[src/rtl/piso_serializer.sv]
// piso_serializer: valid/ready parallel-in serial-out shifter with EN-gated advance.
// Optional even-parity trailer bit when PISO_PARITY_EN is defined.
module piso_serializer #(
    parameter int W = 8
) (
    input  logic         clk,
    input  logic         rst_n,
    input  logic [W-1:0] d,
    input  logic         load_v,
    output logic         load_r,
    input  logic         dir,
    input  logic         en,
    output logic         so,
    output logic         so_v,
    output logic         done
);
    localparam int CW = $clog2(W);
    localparam logic [CW-1:0] LAST = CW'(W - 1);
`ifdef PISO_PARITY_EN
    localparam bit PARITY = 1'b1;
`else
    localparam bit PARITY = 1'b0;
`endif

    typedef enum logic [1:0] {IDLE, SHIFT, PAR} state_t;
    localparam state_t AFTER_SHIFT = PARITY ? PAR : IDLE;

    state_t state, state_nxt;
    logic [W-1:0] sreg;
    logic [CW-1:0] cnt;
    logic order, par, accept, step, last;
    logic so_nxt, so_v_nxt, done_nxt;

    assign load_r = state == IDLE;
    assign accept = load_v && load_r;
    assign step   = en && state == SHIFT;
    assign last   = cnt == LAST;

    always_ff @(posedge clk or negedge rst_n) begin
        if (!rst_n) state <= IDLE;
        else state <= state_nxt;
    end

    always_comb begin
        state_nxt = state;
        case (state)
            IDLE:    state_nxt = load_v ? SHIFT : IDLE;
            SHIFT:   state_nxt = (en && last) ? AFTER_SHIFT : SHIFT;
            PAR:     state_nxt = en ? IDLE : PAR;
            default: state_nxt = IDLE;
        endcase
    end

    // SO is precomputed for the next cycle so it leaves a flop, never the mux.
    always_comb begin
        so_v_nxt = state_nxt != IDLE;
        done_nxt = state != IDLE && state_nxt == IDLE;
        so_nxt   = state_nxt == IDLE ? 1'b0 :
                   accept            ? (dir ? d[0] : d[W-1]) :
                   state_nxt == PAR  ? par :
                   !step             ? so :
                   (order ? sreg[1] : sreg[W-2]);
    end

    always_ff @(posedge clk or negedge rst_n) begin
        if (!rst_n) begin
            sreg  <= '0;
            cnt   <= '0;
            order <= 1'b0;
            par   <= 1'b0;
            so    <= 1'b0;
            so_v  <= 1'b0;
            done  <= 1'b0;
        end else begin
            so   <= so_nxt;
            so_v <= so_v_nxt;
            done <= done_nxt;
            if (accept) begin
                sreg  <= d;
                order <= dir;
                par   <= ^d;
                cnt   <= '0;
            end else if (step) begin
                sreg <= order ? sreg >> 1 : sreg << 1;
                if (!last) cnt <= cnt + 1'b1;
            end
        end
    end
endmodule

[config.mk]
export PLATFORM = sky130hd
export DESIGN_NAME = piso_serializer
export DESIGN_NICKNAME = d
export VERILOG_FILES = /design/src/rtl/piso_serializer.sv
export SDC_FILE = /design/constraint.sdc
export NUM_CORES = 1
export LEC_CHECK = 0
export CORE_ASPECT_RATIO = 0.7
export CORE_MARGIN = 1.5
export CORE_UTILIZATION = 45
export CTS_CLUSTER_SIZE = 10
export DETAILED_ROUTE_END_ITERATION = 7
export PLACE_DENSITY_LB_ADDON = 0.05
export SYNTH_ARGS = -nofsm -noshare
export SYNTH_HDL_FRONTEND = slang
export SYNTH_SLANG_ARGS = --single-unit
[constraint.sdc]
create_clock -name clk -period 1.5 [get_ports clk]
set_clock_uncertainty 0.1 [all_clocks]
set_input_delay 0.3 -clock clk [delete_from_list [all_inputs] [get_ports clk]]
set_output_delay 0.3 -clock clk [all_outputs]
set_load 0.02 [all_outputs]
Word level (Yosys, flattened, before mapping) --
Index checks and enable logic that the tools add are counted.
Storage, ports and cells: flip-flop bits (word level) 18, bits of input ports 13, output and inout port bits 4, word-level logic and storage cells 42
Cells by class: $add $sub $neg 1, eq/ne operators 5, multiplexer cells 16, reduce and logical (&&, ||, !) cells 12
Operator list (count):
- $mux W8 | 3
- $mux W3 | 3
- $mux W1 | 8
- $reduce_xor A8 Y1 | 1
- $pmux W2 S3 | 1
- $reduce_bool A2 Y1 | 3
- $eq A2 B2 Y1 const B | 2
- $logic_and A1 B1 Y1 | 4
- $logic_not A2 Y1 | 2
- $reduce_bool A4 Y1 | 1
- $add A3 B1 Y3 const B | 1
- $eq A3 B3 Y1 const B | 1
- $eq A2 B1 Y1 const B | 1
- $mux W2 | 1
- $ne A2 B2 Y1 const B | 1
- $reduce_and A2 Y1 | 1

Longest topological paths before layout --
Gate-level depths: netlist of run 1.
word-level depth 8, mapped depth 6, mapped depth without buffers 6

Worst setup path after synthesis of run 1 --
OpenSTA, ideal clock, no wires.
path kind flip-flop to flip-flop, from register cnt[0], to register cnt[1], setup time 0.119 ns, data arrival time 1.282 ns, required time 1.281 ns, slack -0.001 ns, cell stages (with the launch flop) 6, path buffers 0, period minus slack after synthesis 1.501 ns, cells stage by stage dfrtp_1 ha_1 ha_1 nor3b_4 mux2i_1 nor2_1
On the way: longest elaborated chain between the ends 4, elaborated cells on any way between the ends 7, those cells by class 1 x add/sub; 2 x eq/ne; 3 x mux; 1 x reduce/logical
Ends and longest elaborated chain:
- from (decl) | line 30 | logic [CW-1:0] cnt;
- from (signal assigned) | line 85 | if (!last) cnt <= cnt + 1'b1;
- $add A3 B1 Y3 | line 85
- $mux W3 | line 85
- $mux W3 | line 83 | end else if (step) begin
- $mux W3 | line 78 | if (accept) begin
Several ways; a longest one is shown, not always the timed one. The select of a mux whose other input is x is not followed. A chain may end at the register's enable or synchronous reset.

Worst setup path in the final report of run 1 --
Same ends and word-level chain as after synthesis.

==> results of run 1 <==
[layer usage]
metal | GRT usage, % | vias up | wire, um
met2 | 27.7 | 24 | 1040
li1 | - | 415 | -
met4 | 5.11 | 0 | 29
met5 | 0 | - | 0
met1 | 27.6 | 374 | 1150
met3 | 6.87 | 4 | 154
[area by class of cell]
class | instances | share of cell area, %
Clock buffer | 4 | 2.38
Sequential cell | 18 | 29.6
Tap cell | 32 | 2.63
Multi-Input combinational cell | 75 | 42.1
Timing Repair Buffer | 37 | 23.3
[through the flow]
stage	total power (uW)	TNS, ns	hold WS, ns	cells	util (%)
after floorplan	1660	0	-0.0956	98	-
after global placement	2020	-3.50	0.391	159	62.1
after detailed placement	2060	-3.80	0.399	159	62.1
after CTS	2490	-0.146	0.229	165	66.6
after global routing	2800	-0.700	0.223	166	68.9
final	2620	-0.185	0.225	166	68.9
[final timing paths]
| check | end | slack (ns) | depth (start not counted) |
|---|---|---|---|
| setup / recovery | cnt[1]$_DFFE_PN0P_ | -0.06 | 5 |
| hold / removal | state[1]$_DFF_PN0_ | 0.23 | 2 |
| setup reg to reg | cnt[1]$_DFFE_PN0P_ | -0.06 | 5 |
| hold reg to reg | par$_DFFE_PN0P_ | 0.43 | 2 |
| max in group asynchronous | cnt[0]$_DFFE_PN0P_ | 0.88 | 2 |
| min in group clk | par$_DFFE_PN0P_ | 0.43 | 2 |
[synthesized netlist by cell type]
master    count
a21o_1        1
a21oi_1       8
a21oi_4       1
buf_4         1
buf_6         4
dfrtp_1      18
ha_1          2
mux2_2        7
mux2_4        1
mux2i_1       9
nand2_1      13
nand2b_1      1
nand2b_4      2
nand3b_1      2
nor2_1        5
nor3_1        1
nor3b_1       2
nor3b_4       2
o21ai_0       5
o21ai_1       2
o22ai_1       2
or3_1         1
xnor2_1       8
[power by group through the flow]
stage / clock network (uW) / logic, uW / registers [uW]
after floorplan: 0 / 815 / 842
after global placement: 0 / 1170 / 847
after detailed placement: 0 / 1200 / 852
after CTS: 312 / 1330 / 851
after global routing: 345 / 1560 / 892
final: 300 / 1450 / 874
[cells by family (layout without fill, tap and decap cells)]
group | count (synthesis) | in the layout | share of synthesized area, %
simple gates | 29 | 29 | 16.8
compound gates | 19 | 19 | 10.4
flops | 18 | 18 | 42.0
mux | 17 | 17 | 17.1
xor+xnor | 8 | 8 | 6.53
buf+inv | 5 | 41 | 4.90
fa+ha+maj | 2 | 2 | 2.33
[state kept, by name (all words and copies together), names as in the netlist]
name and flops:
so_v 1, so 1, par 1, sreg 8
cnt 3, order 1, state 2, done 1
[what timing repair did]
action	4_1_cts	5_1_grt
pin swaps	3	8
resized for setup	17	16
buffers inserted	2	1
cloned	0	0
endpoints found under the setup margin	14	15
==> run summary, run 1 <==
Inserted Clock Buffers: 3
Initial Util: 48.6%
syn nets: 113
final worst setup slack: -0.0625 ns
P&R area growth vs syn: 41.7%
Synth top area share: 42.0%
Area contributors post-synth: dfrtp_1 (42%), mux2i_1 (8.4%), mux2_2 (7.3%), xnor2_1 (6.5%), nand2_1 (4.5%)
Seq pwr share: 33.3%
fin crit share: 104%
clock tree sinks: 18
Bufs and invs on worst path: 0
number of global-route vias before repair: 792
Clock Pin Slew Worst Setup and Hold Paths: 0.10 ns
design area: 0.00152 mm^2
WL final: 2370 um
Sequential Area: 450 um^2
final global-route overflow total: 0
Setup CP Type: flop to flop
CP max FO: 3
post-route ant nets: 0
drt wl/cell: 14.3 um
row count: 14
Worst VDD drop: 0.834 mV
Crit-path slowest cell: dfrtp_1
crit-path cells: ha_2 -> ha_4 -> nor3b_4 -> mux2i_1 -> nor2_1
footprint of the multi-input gates: 641 um^2
Psw: 933 uW
Req. time, crit path: 1.60 ns
H-tree Lvls: 1
# hold bufs at CTS: 0
Cells after Synth: 98
minimum clock period: 1.56 ns
library cells used by synthesis: 23
Tot GR Track Use: 19.3%
HPWL after DPL: 1670 um
failing checks: setup timing
number of synthesized register bits: 18
Leakage: 0.000674 uW
Worst Hold Class: input pin to asynchronous set/reset pin
post-synthesis cell area: 0.00107 mm^2
Crit path largest cell delay: 0.40 ns
crit end category: flop
CTS Root Cell: clkbuf_4
Die Y-Extent: 43.9 um
PortBufs: 16
Slew @ Worst Pin: 0.307 ns
Clock power frac: 11.4%
mean cell area of the mapped netlist: 11.0 um^2
Nets: 150
outcome: finished with violations
most common cell after layout, fill and taps aside: dfrtp_1
Die Wd: 61.4 um
first-pass iteration count of the detailed router: 4
RSZ-0062 raised after global routing: true
Core Region: 0.00221 mm^2
global-route wire length before repair: 3700 um
Clock Path Buffers: 2
placer's final routability congestion estimate: 0.784
Via Count: 817
Int Pwr: 1690 uW
share of cells above drive strength 1: 34.3%
final setup violation count: 9
Slew Viols, Final: 0
FILL cells: 183
# IOs: 17
top cell type by total area after synthesis: dfrtp_1
endpoints failing hold: 0
Comb pwr share: 55.3%
commonest non-fill, non-tap cells in the layout: dfrtp_1 (18), buf_4 (16), nand2_1 (13)
Rel. slew slack: 79.5%
initial antenna violation count: 0
Antenna Cells: 0
CTS tree: done
register area share after synthesis: 42.0%
reg-to-reg startpoint: cnt[0]$_DFFE_PN0P_
Via density: 4.92
yosys warns: 0
Worst setup SP type: flop
sw frac: 35.6%
PD cells: 1720 mW/mm^2
post-place setup slack: -0.352 ns
largest net degree at the start of global routing: 19
die area: 0.00269 mm^2
DRC viols: 0
critical path arrival: 1.66 ns
drt initial violations: 43
Peak Freq: 640 MHz
CP delay by family, top: flip-flops
max-cap viol count: 0
worst skew pair latency: 0.29 ns
placed inst area: 0.00137 mm^2
Critical path origin: cnt[0]$_DFFE_PN0P_
Power figures use the tool's default switching activity.
==> run 2, diff against run 1 <==
PLACE_DENSITY = 0.78   (was unset)
PLACE_DENSITY_LB_ADDON = unset   (was 0.05)
==> run 2 against run 1 <==
  * The flow still finishes with violations (setup timing)
  * Worst hold slack worse by 0.0063 ns
  * Cell area is 3.9% higher
  * Highest routed layer unchanged
  * Combinational power rose by 9.7%
  * Final cell count up 4.2%
  * Maximum frequency is 0.13% higher
  * Largest cell class unchanged
  * Core utilization up 2.7 points
  * Global-route usage rose by 5.0 points
  * Flip-flop and latch count unchanged
  * Clock-buffer cell count unchanged
  * Clock power about the same
  * Via count increased by 11%
  * Sequential power barely moved
==> run summary, run 2 (same netlist as run 1, synthesis figures left out) <==
outcome: finished with violations
failing checks: setup timing
Slew @ Worst Pin: 0.309 ns
WL final: 2850 um
Leakage: 0.000720 uW
# IOs: 17
placer's final routability congestion estimate: 0.817
Inserted Clock Buffers: 3
Crit path largest cell delay: 0.40 ns
Setup CP Type: flop to flop
crit-path cells: ha_2 -> ha_4 -> nor3b_4 -> buf_4 -> xnor2_2 -> nor2_1
global-route wire length before repair: 4600 um
post-route ant nets: 0
share of cells above drive strength 1: 40.4%
number of global-route vias before repair: 951
placed insts: 164
Bufs and invs on worst path: 1
Slew Viols, Final: 0
max FFs per register: 8
PortBufs: 16
drt wl/cell: 16.5 um
Tot GR Track Use: 24.3%
CTS tree: done
Critical path origin: cnt[1]$_DFFE_PN0P_
fin crit share: 104%
Worst setup SP type: flop
Die Y-Extent: 43.9 um
Antenna Cells: 0
first-pass iteration count of the detailed router: 4
worst skew pair latency: 0.29 ns
final setup violation count: 8
setup TNS: -0.244 ns
clock tree sinks: 18
minimum clock period: 1.56 ns
most common cell after layout, fill and taps aside: buf_4
P&R area growth vs syn: 47.3%
Seq pwr share: 31.6%
sw frac: 36.6%
CTS Root Cell: clkbuf_4
final worst setup slack: -0.0605 ns
non-filler instance count after layout: 173
Die Wd: 61.4 um
final global-route overflow total: 0
crit end category: flop
HPWL after DPL: 1860 um
Psw: 1010 uW
RSZ-0062 raised after global routing: true
Via density: 5.25
Clock Path Buffers: 2
Int Pwr: 1750 uW
Nets: 157
critical path arrival: 1.65 ns
CP Depth: 6
row count: 14
initial antenna violation count: 0
largest net degree at the start of global routing: 19
PD cells: 1750 mW/mm^2
path depth of the worst reg2reg path: 6
max-cap viol count: 0
Worst Hold Class: input pin to asynchronous set/reset pin
Crit-path slowest cell: dfrtp_1
Clock Pin Slew Worst Setup and Hold Paths: 0.10 ns
CP delay by family, top: flip-flops
DRC viols: 0
Comb pwr share: 57.5%
Clock power frac: 10.9%
Largest regs: sreg (8), cnt (3), state (2)
Core Region: 0.00221 mm^2
Design Power: 2760 uW
CP max FO: 4
# hold bufs at CTS: 0
reg-to-reg startpoint: cnt[1]$_DFFE_PN0P_
Initial Util: 48.6%
Peak Freq: 641 MHz
Via Count: 908
drt initial violations: 50
Rel. slew slack: 79.4%
Worst VDD drop: 0.989 mV
commonest non-fill, non-tap cells in the layout: buf_4 (19), dfrtp_1 (18), clkdlybuf4s50_1 (12)
Top reg by flops: sreg
die area: 0.00269 mm^2
endpoints failing hold: 0
Hold Worst Slack: 0.219 ns
H-tree Lvls: 1
Req. time, crit path: 1.59 ns
-- run 2: final cells by class --
class	instances	area (um^2)
clock buffer	4	36.3
timing repair buffer	44	404
sequential	18	450
fill	157	626
tap	32	40.0
multi-input combinational	75	651
-- run 2: routing by layer --
layer / vias to the layer above / share of wire [%] / global-route usage (%)
met5: - / 0 / 0
met4: 0 / 1.7 / 7.66
met3: 6 / 3.9 / 6.57
met2: 25 / 49 / 40.2
met1: 450 / 46 / 31.0
li1: 427 / - / -
-- run 2: final timing paths --
path	end	slack [ns]
min in group clk	par$_DFFE_PN0P_	0.45
setup reg to reg	cnt[0]$_DFFE_PN0P_	-0.06
hold reg to reg	par$_DFFE_PN0P_	0.45
hold / removal	cnt[1]$_DFFE_PN0P_	0.22
setup / recovery	cnt[0]$_DFFE_PN0P_	-0.06
max in group asynchronous	par$_DFFE_PN0P_	0.89
-- run 2: through the flow --
| step | instance area [um^2] | setup slack (ns) | util, % |
|---|---|---|---|
| floorplan | 1080 | 0.0187 | - |
| global placement | 1400 | -0.294 | 63.3 |
| detailed placement | 1400 | -0.345 | 63.3 |
| CTS | 1560 | -0.0596 | 70.6 |
| global route | 1580 | -0.141 | 71.7 |
| finish | 1580 | -0.0605 | 71.7 |
-- run 2: power groups by stage --
stage	clock network (uW)	logic (uW)	registers, uW
4_1_cts	301	1510	858
5_1_grt	318	1700	891
6_report	300	1590	874
2_1_floorplan	0	815	842
3_3_place_gp	0	1180	845
3_5_place_dp	0	1240	856
-- run 2: timing repair --
item / in CTS / in global routing
gates cloned: 0 / 0
buffers inserted: 5 / 0
gates resized for setup: 25 / 11
setup endpoints to repair: 15 / 13
pin swaps: 6 / 6
-- run 2: worst reg2reg max path: stages (launching register included) --
cell and delay [ns]:
dfrtp_1 0.40, ha_2 0.20, ha_4 0.18, nor3b_4 0.25, buf_4 0.17, xnor2_2 0.11, nor2_1 0.06
==> run 3, diff against run 2 <==
REMOVE_ABC_BUFFERS = 1   (was unset)
SKIP_LAST_GASP = 1   (was unset)
==> run 3 against run 2 <==
  * The run still ends with setup timing left
  * Via count fell by 7.0%
  * Non-clock buffer count fell by 7
  * Cell area fell by 6.7%
  * Wire length fell by 15%
  * Critical path type unchanged
  * Largest cell class unchanged
  * Highest routed layer unchanged
==> run summary, run 3 (same netlist as run 1, synthesis figures left out) <==
Via Count: 844
Via density: 5.12
Slew Viols, Final: 0
RR Endpoint: sreg[5]$_DFFE_PN0P_
global-route wire length before repair: 3730 um
Critical path origin: state[0]$_DFF_PN0_
final global-route overflow total: 0
Critical Path End: sreg[5]$_DFFE_PN0P_
Req. time, crit path: 1.58 ns
critical path arrival: 1.63 ns
Peak Freq: 646 MHz
Tot GR Track Use: 19.2%
H-tree Lvls: 1
Nets: 150
fin util: 66.8%
commonest non-fill, non-tap cells in the layout: dfrtp_1 (18), buf_4 (16), nand2_1 (13)
drt wl/cell: 14.6 um
Crit-path slowest cell: dfrtp_1
crit end category: flop
Die Wd: 61.4 um
Largest regs: sreg (8), cnt (3), state (2)
Worst VDD drop: 0.881 mV
reg-to-reg startpoint: state[0]$_DFF_PN0_
placer's final routability congestion estimate: 0.797
Inserted Clock Buffers: 3
clock tree sinks: 18
final worst setup slack: -0.0479 ns
die area: 0.00269 mm^2
row count: 14
top routing layer used: met4
# hold bufs at CTS: 0
P&R area growth vs syn: 37.4%
Worst Hold Class: input pin to asynchronous set/reset pin
fin crit share: 103%
PortBufs: 16
worst skew pair latency: 0.29 ns
PD cells: 1680 mW/mm^2
CTS Root Cell: clkbuf_4
endpoints failing hold: 0
DRC viols: 0
max-cap viol count: 0
Core Region: 0.00221 mm^2
crit-path cells: buf_6 -> nand2b_4 -> a21oi_4 -> buf_12 -> mux2_2
Initial Util: 48.6%
Clock Pin Slew Worst Setup and Hold Paths: 0.10 ns
share of cells above drive strength 1: 31.6%
Antenna Cells: 0
outcome: finished with violations
CP max FO: 7
Clock Path Buffers: 2
Crit path largest cell delay: 0.43 ns
Top reg by flops: sreg
WL final: 2420 um
Slew @ Worst Pin: 0.322 ns
Setup CP Type: flop to flop
# IOs: 17
most common cell after layout, fill and taps aside: dfrtp_1
Rel. slew slack: 78.5%
RSZ-0062 raised after global routing: true
minimum clock period: 1.55 ns
Leakage: 0.000659 uW
routed wl met3: 89 um
final setup violation count: 8
first-pass iteration count of the detailed router: 4
Design Power: 2480 uW
WL met2: 1190 um
Metal-1 WL: 1120 um
post-route ant nets: 0
path depth of the worst reg2reg path: 5
max FFs per register: 8
FF-to-FF setup slack: -0.05 ns
Worst setup SP type: flop
failing checks: setup timing
Die Y-Extent: 43.9 um
initial antenna violation count: 0
HPWL after DPL: 1730 um
number of global-route vias before repair: 807
largest net degree at the start of global routing: 20
post-place setup slack: -0.359 ns
drt initial violations: 13
CTS tree: done
[run 3: timing repair]
action,in CTS,in global routing
resized for setup,7,12
buffers inserted,1,3
endpoints found under the setup margin,16,13
pin swaps,2,4
[run 3: power by group]
group	internal [uW]	leakage, uW	switching (uW)	total [uW]
sequential	699	0.000219	174	873
clock	93.3	0.0000138	140	233
combinational	789	0.000426	586	1380
[run 3: critical path, delay by kind of cell, from the launching register on]
family	cells	cell delay, ns
simple gates	1	0.15
flops	1	0.43
mux	1	0.33
compound gates	1	0.15
buf+inv	2	0.29
[run 3: per-stage QoR]
step | cells | hold slack (ns) | setup TNS, ns | instance area, um^2
floorplan | 93 | -0.0956 | -0.757 | 1020
global placement | 158 | 0.379 | -3.66 | 1360
detailed placement | 158 | 0.405 | -3.99 | 1360
CTS | 162 | 0.253 | -0.550 | 1400
global route | 165 | 0.278 | -0.773 | 1480
finish | 165 | 0.240 | -0.225 | 1480
[run 3: area by class of cell]
cell class,count,area [um^2]
fillers,188,732
clock buffers,3,22.5
repair buffers,37,345
multi-input cells,75,617
well taps,32,40.0
flip-flops and latches,18,450
[run 3: how the worst min path moves through the flow]
stage / endpoint / depth (start not counted) / slack [ns] / startpoint
after floorplan: cnt[0]$_DFFE_PN0P_ / 0 / -0.1 / rst_n
after global placement: par$_DFFE_PN0P_ / 2 / 0.38 / par$_DFFE_PN0P_
after detailed placement: par$_DFFE_PN0P_ / 2 / 0.40 / par$_DFFE_PN0P_
after CTS: sreg[0]$_DFFE_PN0P_ / 2 / 0.25 / rst_n
after global routing: order$_DFFE_PN0P_ / 2 / 0.28 / rst_n
final: so$_DFFE_PN0P_ / 2 / 0.24 / rst_n
[run 3: per-layer routing]
| metal | global-route usage, % | vias up |
|---|---|---|
| met2 | 31.3 | 15 |
| met5 | 0 | - |
| met3 | 6.27 | 2 |
| li1 | - | 410 |
| met4 | 3.83 | 0 |
| met1 | 25.2 | 417 |
